### src/rtl/fpu_move_pkg.sv
// Shared constants for the FP move sequencer: FSM states, datapath opcodes, directions.
package fpu_move_pkg;

  localparam logic [1:0] ST_IDLE  = 2'd0;
  localparam logic [1:0] ST_ISSUE = 2'd1;
  localparam logic [1:0] ST_WAIT  = 2'd2;

  localparam logic [1:0] MV_OP_NONE = 2'b00;
  localparam logic [1:0] MV_OP_X2F  = 2'b10;
  localparam logic [1:0] MV_OP_F2X  = 2'b01;

  localparam logic DIR_X2F = 1'b0;
  localparam logic DIR_F2X = 1'b1;

endpackage

### src/rtl/fpu_move_sequencer_if.sv
// Request, datapath and response bundle of the FP move sequencer.
// slave = the sequencer; master = issue stage, move datapath and response consumer.
interface fpu_move_sequencer_if #(
  parameter int DATA_W = 32,
  parameter int TAG_W  = 5
);
  logic              req0_valid;
  logic              req0_ready;
  logic [DATA_W-1:0] req0_data;
  logic [TAG_W-1:0]  req0_tag;
  logic              req1_valid;
  logic              req1_ready;
  logic [DATA_W-1:0] req1_data;
  logic [TAG_W-1:0]  req1_tag;
  logic [1:0]        mv_opcode;
  logic [DATA_W-1:0] mv_in;
  logic [DATA_W-1:0] mv_out;
  logic              rsp_valid;
  logic              rsp_ready;
  logic [DATA_W-1:0] rsp_data;
  logic [TAG_W-1:0]  rsp_tag;
  logic              rsp_dir;
  logic              busy;

  modport slave (
    input  req0_valid, req0_data, req0_tag, req1_valid, req1_data, req1_tag,
    input  mv_out, rsp_ready,
    output req0_ready, req1_ready, mv_opcode, mv_in,
    output rsp_valid, rsp_data, rsp_tag, rsp_dir, busy
  );

  modport master (
    output req0_valid, req0_data, req0_tag, req1_valid, req1_data, req1_tag,
    output mv_out, rsp_ready,
    input  req0_ready, req1_ready, mv_opcode, mv_in,
    input  rsp_valid, rsp_data, rsp_tag, rsp_dir, busy
  );
endinterface

### src/rtl/fpu_move_rsp_fifo.sv
// Sync response FIFO with occupancy count; flush empties it.
// Latency: push visible at head the cycle after the push edge.
// Backpressure: push accepted when not full or when a pop happens the same cycle.
module fpu_move_rsp_fifo #(
  parameter int W     = 38,
  parameter int DEPTH = 2
) (
  input  logic                         clk,
  input  logic                         rst_l,
  input  logic                         flush,
  input  logic                         push,
  input  logic [W-1:0]                 push_dat,
  input  logic                         pop,
  output logic [W-1:0]                 head_dat,
  output logic [$clog2(DEPTH+1)-1:0]   count
);
  localparam int AW = $clog2(DEPTH);
  localparam int CW = $clog2(DEPTH + 1);
  localparam logic [CW-1:0] FULL_CNT = CW'(DEPTH);

  logic [W-1:0]  mem [DEPTH];
  logic [AW-1:0] wr_ptr;
  logic [AW-1:0] rd_ptr;
  logic          pop_eff;
  logic          push_eff;

  assign pop_eff  = pop && (count != '0);
  assign push_eff = push && ((count != FULL_CNT) || pop_eff);
  assign head_dat = mem[rd_ptr];

  always_ff @(posedge clk) begin
    if (rst_l || flush) begin
      wr_ptr <= '0;
      rd_ptr <= '0;
      count  <= '0;
    end else begin
      if (push_eff) wr_ptr <= wr_ptr + 1'b1;
      if (pop_eff)  rd_ptr <= rd_ptr + 1'b1;
      case ({push_eff, pop_eff})
        2'b10:   count <= count + 1'b1;
        2'b01:   count <= count - 1'b1;
        default: count <= count;
      endcase
    end
  end

  // Storage needs no reset; the head is only consumed while count is non-zero.
  always_ff @(posedge clk) begin
    if (push_eff) mem[wr_ptr] <= push_dat;
  end
endmodule

### src/rtl/fpu_move_sequencer.sv
// Round-robin arbiter + IDLE/ISSUE/WAIT sequencer for int<->FP moves; optional FPU_MOVE_PERF_CNT_EN counters.
// Latency: accept at edge N, result pushed at N+1; sustains one move per cycle.
// Backpressure: stalls in WAIT (no accepts) while the response FIFO is full.
module fpu_move_sequencer
  import fpu_move_pkg::*;
#(
  parameter int DATA_W    = 32,
  parameter int TAG_W     = 5,
  parameter int RSP_DEPTH = 2
) (
  input  logic                 clk,
  input  logic                 rst_l,
  input  logic                 flush,
  fpu_move_sequencer_if.slave  bus
`ifdef FPU_MOVE_PERF_CNT_EN
  ,
  output logic [31:0]          perf_mv_cnt0,
  output logic [31:0]          perf_mv_cnt1
`endif
);
  localparam int CW = $clog2(RSP_DEPTH + 1);
  localparam int EW = DATA_W + TAG_W + 1;
  localparam logic [CW-1:0] FULL_CNT = CW'(RSP_DEPTH);

  logic [1:0]        state;
  logic [DATA_W-1:0] lat_data;
  logic [TAG_W-1:0]  lat_tag;
  logic              lat_dir;
  logic              pri1;
  logic [CW-1:0]     rsp_count;
  logic [EW-1:0]     head;
  logic              active;
  logic              pop;
  logic              space;
  logic              push;
  logic              accept_en;
  logic              acc0;
  logic              acc1;

  assign active    = (state == ST_ISSUE) || (state == ST_WAIT);
  assign pop       = bus.rsp_valid && bus.rsp_ready;
  assign space     = (rsp_count != FULL_CNT) || pop;
  assign push      = active && space && !flush;
  assign accept_en = !rst_l && !flush &&
                     ((state == ST_IDLE) || ((state == ST_ISSUE) && space));

  // pri1 set means req0 won last, so req1 takes a contested grant.
  assign bus.req0_ready = accept_en && bus.req0_valid && !(bus.req1_valid && pri1);
  assign bus.req1_ready = accept_en && bus.req1_valid && !(bus.req0_valid && !pri1);
  assign acc0 = bus.req0_valid && bus.req0_ready;
  assign acc1 = bus.req1_valid && bus.req1_ready;

  assign bus.mv_opcode = !active ? MV_OP_NONE : (lat_dir == DIR_F2X) ? MV_OP_F2X : MV_OP_X2F;
  assign bus.mv_in     = active ? lat_data : '0;

  assign bus.rsp_valid = (rsp_count != '0);
  assign bus.rsp_data  = bus.rsp_valid ? head[EW-1:TAG_W+1] : '0;
  assign bus.rsp_tag   = bus.rsp_valid ? head[TAG_W:1] : '0;
  assign bus.rsp_dir   = bus.rsp_valid && head[0];
  assign bus.busy      = active || (rsp_count != '0);

  always_ff @(posedge clk) begin
    if (rst_l) begin
      state    <= ST_IDLE;
      pri1     <= 1'b0;
      lat_data <= '0;
      lat_tag  <= '0;
      lat_dir  <= DIR_X2F;
    end else if (flush) begin
      state <= ST_IDLE;
    end else begin
      if (acc0 || acc1) begin
        lat_data <= acc1 ? bus.req1_data : bus.req0_data;
        lat_tag  <= acc1 ? bus.req1_tag : bus.req0_tag;
        lat_dir  <= acc1 ? DIR_F2X : DIR_X2F;
        pri1     <= acc0;
      end
      case (state)
        ST_IDLE:  if (acc0 || acc1) state <= ST_ISSUE;
        ST_ISSUE: state <= !space ? ST_WAIT : (acc0 || acc1) ? ST_ISSUE : ST_IDLE;
        ST_WAIT:  if (space) state <= ST_IDLE;
        default:  state <= ST_IDLE;
      endcase
    end
  end

  fpu_move_rsp_fifo #(
    .W     (EW),
    .DEPTH (RSP_DEPTH)
  ) u_rsp_fifo (
    .clk      (clk),
    .rst_l    (rst_l),
    .flush    (flush),
    .push     (push),
    .push_dat ({bus.mv_out, lat_tag, lat_dir}),
    .pop      (pop),
    .head_dat (head),
    .count    (rsp_count)
  );

`ifdef FPU_MOVE_PERF_CNT_EN
  // Counted at push time, so entries later discarded by flush still count.
  always_ff @(posedge clk) begin
    if (rst_l) begin
      perf_mv_cnt0 <= '0;
      perf_mv_cnt1 <= '0;
    end else if (push) begin
      if (lat_dir == DIR_F2X) perf_mv_cnt1 <= perf_mv_cnt1 + 32'd1;
      else                    perf_mv_cnt0 <= perf_mv_cnt0 + 32'd1;
    end
  end
`else
  // Without counters, push events are consumed only by the FIFO.
`endif
endmodule

### src/flat_wrapper.sv
// flat-port wrapper written by rule: the top's interface ports become plain ports
module fpu_move_sequencer_flat import fpu_move_pkg::*;
#(
  parameter int DATA_W    = 32,
  parameter int TAG_W     = 5,
  parameter int RSP_DEPTH = 2
)
  (clk, rst_l, flush, bus_req0_valid, bus_req0_data, bus_req0_tag, bus_req1_valid, bus_req1_data, bus_req1_tag, bus_mv_out, bus_rsp_ready, bus_req0_ready, bus_req1_ready, bus_mv_opcode, bus_mv_in, bus_rsp_valid, bus_rsp_data, bus_rsp_tag, bus_rsp_dir, bus_busy);
  fpu_move_sequencer_if #(.DATA_W(DATA_W), .TAG_W(TAG_W)) bus_i ();
  input  logic clk;
  input  logic rst_l;
  input  logic flush;
  input wire logic [$bits(bus_i.req0_valid)-1:0] bus_req0_valid;
  input wire logic [$bits(bus_i.req0_data)-1:0] bus_req0_data;
  input wire logic [$bits(bus_i.req0_tag)-1:0] bus_req0_tag;
  input wire logic [$bits(bus_i.req1_valid)-1:0] bus_req1_valid;
  input wire logic [$bits(bus_i.req1_data)-1:0] bus_req1_data;
  input wire logic [$bits(bus_i.req1_tag)-1:0] bus_req1_tag;
  input wire logic [$bits(bus_i.mv_out)-1:0] bus_mv_out;
  input wire logic [$bits(bus_i.rsp_ready)-1:0] bus_rsp_ready;
  output wire logic [$bits(bus_i.req0_ready)-1:0] bus_req0_ready;
  output wire logic [$bits(bus_i.req1_ready)-1:0] bus_req1_ready;
  output wire logic [$bits(bus_i.mv_opcode)-1:0] bus_mv_opcode;
  output wire logic [$bits(bus_i.mv_in)-1:0] bus_mv_in;
  output wire logic [$bits(bus_i.rsp_valid)-1:0] bus_rsp_valid;
  output wire logic [$bits(bus_i.rsp_data)-1:0] bus_rsp_data;
  output wire logic [$bits(bus_i.rsp_tag)-1:0] bus_rsp_tag;
  output wire logic [$bits(bus_i.rsp_dir)-1:0] bus_rsp_dir;
  output wire logic [$bits(bus_i.busy)-1:0] bus_busy;
  assign bus_i.req0_valid = bus_req0_valid;
  assign bus_i.req0_data = bus_req0_data;
  assign bus_i.req0_tag = bus_req0_tag;
  assign bus_i.req1_valid = bus_req1_valid;
  assign bus_i.req1_data = bus_req1_data;
  assign bus_i.req1_tag = bus_req1_tag;
  assign bus_i.mv_out = bus_mv_out;
  assign bus_i.rsp_ready = bus_rsp_ready;
  assign bus_req0_ready = bus_i.req0_ready;
  assign bus_req1_ready = bus_i.req1_ready;
  assign bus_mv_opcode = bus_i.mv_opcode;
  assign bus_mv_in = bus_i.mv_in;
  assign bus_rsp_valid = bus_i.rsp_valid;
  assign bus_rsp_data = bus_i.rsp_data;
  assign bus_rsp_tag = bus_i.rsp_tag;
  assign bus_rsp_dir = bus_i.rsp_dir;
  assign bus_busy = bus_i.busy;
  fpu_move_sequencer #(.DATA_W(DATA_W), .TAG_W(TAG_W), .RSP_DEPTH(RSP_DEPTH)) u_core (.clk(clk), .rst_l(rst_l), .flush(flush), .bus(bus_i));
endmodule
### config.mk
export PLATFORM = sky130hd
export DESIGN_NAME = fpu_move_sequencer_flat
export DESIGN_NICKNAME = d
export VERILOG_FILES = /design/src/rtl/fpu_move_pkg.sv /design/src/rtl/fpu_move_sequencer_if.sv /design/src/rtl/fpu_move_rsp_fifo.sv /design/src/rtl/fpu_move_sequencer.sv /design/src/flat_wrapper.sv
export SDC_FILE = /design/constraint.sdc
export NUM_CORES = 1
export LEC_CHECK = 0
export CAP_MARGIN = 0
export CORE_MARGIN = 4
export CORE_UTILIZATION = 46
export CTS_CLUSTER_DIAMETER = 150
export DETAILED_ROUTE_END_ITERATION = 10
export GPL_ROUTABILITY_DRIVEN = 0
export PLACE_DENSITY = 0.86
export SYNTH_ARGS = -nofsm -noshare
export SYNTH_HDL_FRONTEND = slang
export SYNTH_HIERARCHICAL = 1
export SYNTH_SLANG_ARGS = --single-unit
export TNS_END_PERCENT = 10
### constraint.sdc
create_clock -name clk -period 4.7 [get_ports clk]
set_input_delay 0.47 -clock clk [delete_from_list [all_inputs] [get_ports clk]]
set_output_delay 0.47 -clock clk [all_outputs]
set_load 0.02 [all_outputs]
# After elaboration in Yosys (flattened, before gate mapping)

Memory sizes are Yosys's and may differ from the RTL's. A register that Yosys moved wholly into a read port is not among the register bits.
Index checks and enable logic that the tools add are counted.

$add $sub $neg: 4
Bitwise gates (word level): 1
Reductions and logical operators: 35
$mul: 0
Shifts and indexed selects: 0
Mux-type cells: 18
Divide/modulo/power cells: 0
Equal/unequal tests: 7
$lt $le $gt $ge: 0

Operator list:

| cell                                                                    | number |
|---|---|
| 32-bit 2-to-1 mux                                                       | 3 |
| 1-bit logical AND                                                       | 17 |
| 2-bit 2-to-1 mux                                                        | 5 |
| 5-bit 2-to-1 mux                                                        | 2 |
| 1-bit logical OR                                                        | 7 |
| 1-bit 2-to-1 mux                                                        | 6 |
| 2-bit case mux with 3 select lines                                      | 1 |
| 1-bit zero test                                                         | 5 |
| 2-bit by 1-bit == test with 1-bit output, second input constant         | 2 |
| 2-bit == test, second input constant                                    | 2 |
| 2-bit inequality test, second input constant                            | 2 |
| 2-bit case mux with 2 select lines                                      | 1 |
| 2-bit AND reduction                                                     | 2 |
| 2-bit nonzero test                                                      | 2 |
| 1-bit adder, second input constant                                      | 2 |
| 2-bit by 1-bit adder with 2-bit output, second input constant           | 1 |
| 2-bit zero test                                                         | 1 |
| 2-bit by 1-bit inequality test with 1-bit output, second input constant | 1 |
| 2-bit OR reduction                                                      | 1 |
| 2-bit by 1-bit subtractor with 2-bit output, second input constant      | 1 |
| 1-bit NOT                                                               | 1 |

Memories kept: 1
Flip-flop bits (word level): 45
ROM bits: 0
Bits in latches: 0
Logic and storage cells: 74
Output and inout bits: 76
RAM bits: 76

Memory list:

| name                  | depth | width | rd ports | clocked after Yosys merged registers in | write ports | RTL line                | text |
|---|---|---|---|---|---|---|---|
| u_core.u_rsp_fifo.mem | 2     | 38    | 1        | 1                                       | 1           | fpu_move_rsp_fifo.sv:21 | `logic [W-1:0] mem [DEPTH];` |

# Logic depth before layout (Yosys ltp)

Gate-level depths: netlist (run 1).

Word-level depth: 13
Mapped depth: 7
Depth with buffers taken out: 6

# Hierarchy

Netlist (run 1), hierarchy kept.

Modules (own cells, without submodules):

| module             | cells an instance | area an instance (µm²) | instances | sequential area each (µm²) |
|---|---|---|---|---|
| fpu_move_rsp_fifo  | 147               | 2994.1                 | 1         | 2382.3 |
| fpu_move_sequencer | 279               | 2571.2                 | 1         | 820.8 |

# Least setup slack after synthesis (run 1)

OpenSTA, ideal clock, no wires.

Path type: register to register
From: reg u_core.state[0]
To: mem u_core.u_rsp_fifo.mem[0][0] (enable)
Slack: 1.185 ns
Required time: 4.267 ns
Clock period less this slack: 3.515 ns
Library setup time: 0.433 ns
Arrival: 3.082 ns
Stages on the path, launching flop included: 6
Path buffers: 0
Cell sequence: dfxtp_1 inv_1 ha_1 nor3b_1 o31ai_4 nor2_1

Cells in the longest elaborated chain, start to end: 7
Elaborated cells between the ends (all ways): 8
Those cells by class: 2 x eq/ne; 2 x mux; 4 x reduce/logical

Ends and longest elaborated chain:

| element                                                                          | RTL line                 | text |
|---|---|---|
| start, declared                                                                  | fpu_move_sequencer.sv:25 | `logic [1:0] state;` |
| start signal, assigned                                                           | fpu_move_sequencer.sv:80 | `ST_ISSUE: state <= !space ? ST_WAIT : (acc0 \|\| acc1) ? ST_ISSUE : ST_IDLE;` |
| 2-bit by 1-bit == test with 1-bit output / 2-bit == test (equally long branches) | fpu_move_sequencer.sv:40 | `assign active = (state == ST_ISSUE) \|\| (state == ST_WAIT);` |
| 1-bit logical OR (*)                                                             | fpu_move_sequencer.sv:40 |  |
| 1-bit logical AND (*) (2 in a row)                                               | fpu_move_sequencer.sv:43 | `assign push = active && space && !flush;` |
| named net u_core.push                                                            | fpu_move_sequencer.sv:35 | `logic push;` |
| 1-bit logical AND (*)                                                            | fpu_move_rsp_fifo.sv:28  | `assign push_eff = push && ((count != FULL_CNT) \|\| pop_eff);` |
| 1-bit 2-to-1 mux (*)                                                             | fpu_move_rsp_fifo.sv:49  | `if (push_eff) mem[wr_ptr] <= push_dat;` |
| 1-bit 2-to-1 mux (not written as such) (*)                                       | fpu_move_rsp_fifo.sv:49  |  |
| end, declared                                                                    | fpu_move_rsp_fifo.sv:21  |  |

The timed path passes the listed nets; every way through them passes the cells marked *.

# Worst setup path in the final report (run 1)

From: reg u_core.state[1]
To: mem u_core.u_rsp_fifo.mem[1][30] (enable)

The elaborated chain is that of the path after synthesis.

==> results of run 1 <==
power breakdown:
part,leakage (nW),switching [W],internal (W)
clock,0.262,0.000453,0.000727
sequential,1.06,0.0000195,0.00118
combinational,1.62,0.000121,0.000169
path summary, 6_finish.rpt:
| check | endpoint | cells after the start | slack (ps) |
|---|---|---|---|
| worst min-delay path | u_core/u_rsp_fifo/mem[1][4]$_DFFE_PP_ | 0 | 460 |
| worst min register to register | u_core/u_rsp_fifo/mem[1][4]$_DFFE_PP_ | 0 | 460 |
| worst max-delay path | u_core/u_rsp_fifo/mem[1][30]$_DFFE_PP_ | 6 | 1160 |
| worst max register to register | u_core/u_rsp_fifo/mem[1][30]$_DFFE_PP_ | 6 | 1160 |
synthesized netlist by cell type, types with 2 or more instances:
library cell / number
or2_2: 2
clkbuf_1: 11
mux2_2: 13
nand2_1: 4
nor3b_1: 3
inv_1: 5
mux2_1: 25
buf_6: 3
o21ai_0: 3
a21oi_1: 2
nand2b_1: 33
a211oi_2: 2
nor2b_1: 42
or2_1: 2
ha_1: 3
mux2i_1: 70
dfxtp_1: 46
and2_1: 34
buf_2: 6
a211oi_1: 3
edfxtp_1: 76
buf_4: 4
nand4b_1: 2
nor3_1: 3
nor2_1: 15
metrics by stage:
stage	setup slack (ps)	hold WS [ps]	total power (W)	cells	util, %
floorplan	1185	426.3	0.001354	426	-
global placement	1375	439.7	0.001502	738	65.06
detailed placement	1215	446.9	0.001512	738	65.06
CTS	1151	460.0	0.002700	770	69.81
global route	858.9	473.9	0.002777	770	69.81
finish	1159	455.1	0.002669	770	69.81
cells by family (layout without fill, tap and decap cells):
logic type | after synthesis | in the layout
adder cells (fa/ha/maj) | 3 | 3
AND/OR/NAND/NOR | 144 | 144
AO/OA/AOI/OAI | 18 | 18
XOR/XNOR | 1 | 1
flip-flops | 122 | 122
multiplexers | 108 | 108
buffers and inverters | 30 | 231
critical path, stage by stage (launching register included):
cell     delay [ps]
dfxtp_1         330
inv_1            70
ha_1            830
nor3b_1         770
o31ai_4         250
nor2_4          620
buf_4           360
cells in the final DEF, fill, tap and decap left out, types with 4 or more instances in the layout:
master           count
nand2_1              4
mux2i_1             70
and2_1              34
clkbuf_16           17
nand2b_1            33
nor2_1              12
edfxtp_1            76
buf_4                6
nor2b_1             42
clkdlybuf4s50_1    187
dfxtp_1             45
mux2_2              13
inv_1                5
mux2_1              25
layer usage:
layer | global-route usage (%) | vias up | share of wire [%]
met4 | 7.473 | 0 | 1.8
met2 | 30.97 | 208 | 47
met5 | 0 | - | 0
li1 | - | 1890 | -
met3 | 8.554 | 18 | 10
met1 | 21.92 | 1765 | 41
cell type report:
cell class | instances | area [um2]
fillers | 819 | 3506
flip-flops and latches | 122 | 3204
multi-input cells | 274 | 2233
repair buffers | 193 | 1917
clock buffers | 18 | 429.2
well taps | 143 | 178.9
clock inverters | 14 | 122.6
inverters | 6 | 22.52
registers in the layout, summed over array words and instances, names as in the netlist, named ones only:
register / count
u_core/u_rsp_fifo/count: 2
u_core/lat_data: 32
u_core/u_rsp_fifo/wr_ptr: 1
u_core/u_rsp_fifo/mem: 76
u_core/pri1: 1
u_core/lat_dir: 1
u_core/state: 2
u_core/lat_tag: 5
u_core/u_rsp_fifo/rd_ptr: 1
==> impl_metrics.py, run 1 <==
metrics = {
    "run_status": {
        "status": "finished clean",
    },
    "logic_synthesis": {
        "synth_cells": 426,
        "yosys_register_bits": 122,
        "netlist.area_leader.share_pct": 41.01,
        "synth_cell_types": 39,
        "synth-simple-area-share_pct": 15.85,
        "synth_area_mm2": 0.005565,
        "synthArstFlopShare_pct": 0,
        "synth_top_area_cell": "edfxtp_1",
        "synthMuxAreaShare_pct": 20.28,
        "synth-xor-area-share_pct": 0.1574,
        "ys_top_cells_by_area": "edfxtp_1 (41%), dfxtp_1 (17%), mux2i_1 (13%)",
        "synth_flop_cell": "edfxtp_1",
        "synth_top_family_by_area": "multiplexers",
        "ys_warn_count": 6,
        "avgSynthCellArea_um2": 13.06,
        "ys_seq_area_share_pct": 57.55,
        "syn-num-nets": 541,
        "synth_compound_area_share_pct": 2.653,
        "synth_adder_area_share_pct": 0.6745,
        "synth-edff-count": 76,
    },
    "clock_network": {
        "post-cts-setup-buffer-count": 0,
        "cts_tree": "built",
        "clk_latency_ps": 400,
        "hold_buffers": 0,
        "cts_sinks": 122,
        "clkSlewWorstSetupHoldPaths_ps": 50,
        "cts_buffer_depth": 2,
        "htree_levels": 4,
        "post_cts_resized": 0,
        "cts_root_buf": "clkbuf_16",
        "cts_buffers": 17,
    },
    "route": {
        "ant_nets": 0,
        "first_iter_violations": 206,
        "route.detailed.drc": 0,
        "post_drt_wl_per_cell_um": 17.05,
        "wl_um": 13130,
        "firstDrtPassIters": 4,
        "viasPerCell": 5.040,
        "dr_total_vias": 3881,
    },
    "critical_path": {
        "cp-startpoint": "u_core/state[1]$_SDFFE_PP0P_",
        "worstPathArrival_ps": 3630,
        "critPathKind": "reg2reg",
        "worstPathRequired_ps": 4790,
        "path_max_fanout": 36,
        "reg2reg_from": "u_core/state[1]$_SDFFE_PP0P_",
        "endpoint_kind": "flip-flop",
        "critPathLaunchType": "flip-flop",
    },
    "timing": {
        "setup_viol": 0,
        "hold_viol_final": 0,
        "tightest_slew_ps": 920.4,
        "max_freq_mhz": 282.4,
        "slew_viol_final": 0,
        "slew_headroom_pct": 38.64,
        "fin_crit_sh_pct": 75.33,
        "tns_ps": 0,
        "fin_worst_skew_ps": 8.186,
        "fin_crit_ps": 3541,
        "rsz0062_at_grt": "false",
    },
    "layout": {
        "drive_gt1_share_pct": 9.729,
        "n_antenna_cell": 0,
        "fin_nets": 729,
        "final_area_mm2": 0.008108,
        "syn2layout_area_growth_pct": 45.68,
    },
    "place": {
        "hpwl_um": 9340,
        "portBuffers": 187,
        "dpl_cell_area_mm2": 0.007556,
    },
    "floorplanning": {
        "initial_core_util_pct": 47.92,
        "io_pins": 188,
        "fp-row-count": 39,
        "core_mm2": 0.01161,
        "fp.dieW_um": 118.0,
        "die_area_mm2": 0.01392,
        "die_y_um": 118.0,
    },
    "global_routing": {
        "gr-total-overflow": 0,
        "grt_first_pass_wirelength_um": 20870,
        "grt_start_max_net_pins": 45,
        "grt_antenna_before_repair": 0,
        "grt_pass1_vias": 4246,
        "grt_use_total_pct": 19.01,
    },
    "power_and_ir_drop": {
        "peakVddDrop_mv": 0.1859,
        "powerDensity_mw_per_mm2": 329.2,
        "power_leakage_nw": 2.946,
    },
    "hold_path": {
        "min_path_type": "reg2reg",
        "hold_start": "u_core/lat_tag[3]$_SDFFE_PP0P_",
    },
    "job": {
        "max-cap-violations": 0,
    },
}
No activity file was read; power rests on OpenSTA's default activity.
==> run 2: changes to the inputs <==
clock period = 3.3 ns   (was 4.7 ns; I/O delays follow)
==> run 2 against run 1 <==
Effect of this change:
- first-iteration DRC count is 12% higher
- die area unchanged
- critical path depth is 2 lower
- critical path type is now reg2out
==> impl_metrics.py, run 2 (same netlist as run 1, synthesis figures left out) <==
metrics = {
    "critical_path": {
        "endpoint_kind": "output pin",
        "slowest_stage": "ha_1",
        "cp-startpoint": "u_core/state[0]$_SDFFE_PP0P_",
        "worst-path-buf-inv": 2,
        "critPathLaunchType": "flip-flop",
        "path_cells": "inv_1, ha_1, and2_1, clkdlybuf4s50_1",
        "path_max_fanout": 36,
        "worst_path_dominant_cell_family": "adder cells",
        "worstPathArrival_ps": 2590,
        "reg2reg_from": "u_core/state[0]$_SDFFE_PP0P_",
        "slowest_delay_ps": 890,
        "critPathKind": "reg2out",
        "worstPathRequired_ps": 2970,
    },
    "route": {
        "dr_total_vias": 3895,
        "wl_um": 13010,
        "viasPerCell": 5.026,
        "firstDrtPassIters": 4,
        "route.detailed.drc": 0,
        "first_iter_violations": 231,
        "post_drt_wl_per_cell_um": 16.78,
        "ant_nets": 0,
    },
    "place": {
        "hpwl_um": 9503,
        "portBuffers": 187,
    },
    "layout": {
        "final_cell_mix": "clkdlybuf4s50_1 (187), edfxtp_1 (76), mux2i_1 (70), dfxtp_1 (45), nor2b_1 (42)",
        "final_common_cell": "clkdlybuf4s50_1",
        "drive_gt1_share_pct": 10.44,
        "n_antenna_cell": 0,
        "n_fill_cell": 818,
        "largest_reg_flops": 76,
        "top_register": "u_core/u_rsp_fifo/mem",
        "fin_nets": 734,
        "reg_top3": "u_core/u_rsp_fifo/mem (76), u_core/lat_data (32), u_core/lat_tag (5)",
        "syn2layout_area_growth_pct": 47.12,
    },
    "power_and_ir_drop": {
        "power_leakage_nw": 3.003,
        "power_w": 0.003923,
        "powerDensity_mw_per_mm2": 479.1,
        "peakVddDrop_mv": 0.2549,
    },
    "timing": {
        "max_freq_mhz": 343.0,
        "fin_worst_skew_ps": 6.815,
        "slew_headroom_pct": 39.51,
        "hold_viol_final": 0,
        "whs_ps": 453.4,
        "fin_crit_ps": 2916,
        "tightest_slew_ps": 907.3,
        "slew_viol_final": 0,
        "fin_crit_sh_pct": 88.36,
        "rsz0062_at_grt": "false",
        "setup_viol": 0,
    },
    "clock_network": {
        "hold_buffers": 0,
        "cts_sinks": 122,
        "htree_levels": 4,
        "post_cts_resized": 0,
        "clkSlewWorstSetupHoldPaths_ps": 50,
        "cts_tree": "built",
        "clk_latency_ps": 390,
        "post-cts-setup-buffer-count": 0,
        "cts_buffers": 17,
        "cts_root_buf": "clkbuf_16",
        "cts_buffer_depth": 2,
    },
    "floorplanning": {
        "fp-row-count": 39,
        "die_area_mm2": 0.01392,
        "fp.dieW_um": 118.0,
        "initial_core_util_pct": 47.92,
        "core_mm2": 0.01161,
        "die_y_um": 118.0,
        "io_pins": 188,
    },
    "global_routing": {
        "grt_first_pass_wirelength_um": 21310,
        "grt_use_total_pct": 19.07,
        "gr-total-overflow": 0,
        "grt_antenna_before_repair": 0,
        "grt_pass1_vias": 4239,
        "grt_start_max_net_pins": 45,
    },
    "job": {
        "max-cap-violations": 0,
    },
    "hold_path": {
        "hold_start": "u_core/lat_tag[0]$_SDFFE_PP0P_",
        "min_path_type": "reg2reg",
    },
    "run_status": {
        "status": "finished clean",
    },
}
## run 2: worst reg2reg max path, cell delays in order, from the launching register on
cell	delay, ps
dfxtp_1	340
inv_1	80
ha_1	890
nor3b_1	270
buf_4	180
o31ai_4	100
nor2_4	100
buf_4	340
## run 2: where the power goes
part / switching (W) / internal [W] / total, W
registers: 0.0000267 / 0.00168 / 0.00171
clock network: 0.000625 / 0.00118 / 0.00180
logic: 0.000171 / 0.000243 / 0.000414
total: 0.000823 / 0.00310 / 0.00392
## run 2: metal layers
metal  wire length (um)  vias up  part of all wire (%)  track usage, %
li1                   -     1889                     -               -
met1               5310     1830                    41           22.00
met2               6347      165                    49           32.55
met3               1258       11                   9.7           9.082
met4                 91        0                  0.70           3.663
met5                  0        -                     0               0
## run 2: path summary, 6_finish.rpt
path                                                          endpoint  slack [ps]  cells past startpoint
worst max register to register  u_core/u_rsp_fifo/mem[1][32]$_DFFE_PP_         650                      7
worst min-delay path             u_core/u_rsp_fifo/mem[1][1]$_DFFE_PP_         450                      0
worst min register to register   u_core/u_rsp_fifo/mem[1][1]$_DFFE_PP_         450                      0
worst max-delay path                                      bus_mv_in[8]         380                      4
## run 2: final cells by class
class / instances / area, um2 / area share [%]
Clock buffer: 18 / 429.2 / 5.241
Clock inverter: 14 / 152.6 / 1.864
Inverter: 6 / 22.52 / 0.2751
Multi-Input combinational cell: 274 / 2233 / 27.28
Sequential cell: 122 / 3204 / 39.14
Tap cell: 143 / 178.9 / 2.185
Timing Repair Buffer: 198 / 1967 / 24.02
## run 2: through the flow
| step | area, um2 | TNS, ps | instances | worst slack [ps] | utilization, % |
|---|---|---|---|---|---|
| floorplan | 5565 | -16370 | 426 | -215.4 | - |
| global placement | 7606 | 0 | 743 | 692.5 | 65.49 |
| detailed placement | 7606 | 0 | 743 | 554.9 | 65.49 |
| CTS | 8188 | 0 | 775 | 318.7 | 70.50 |
| global route | 8188 | 0 | 775 | 128.6 | 70.50 |
| finish | 8188 | 0 | 775 | 384.2 | 70.50 |
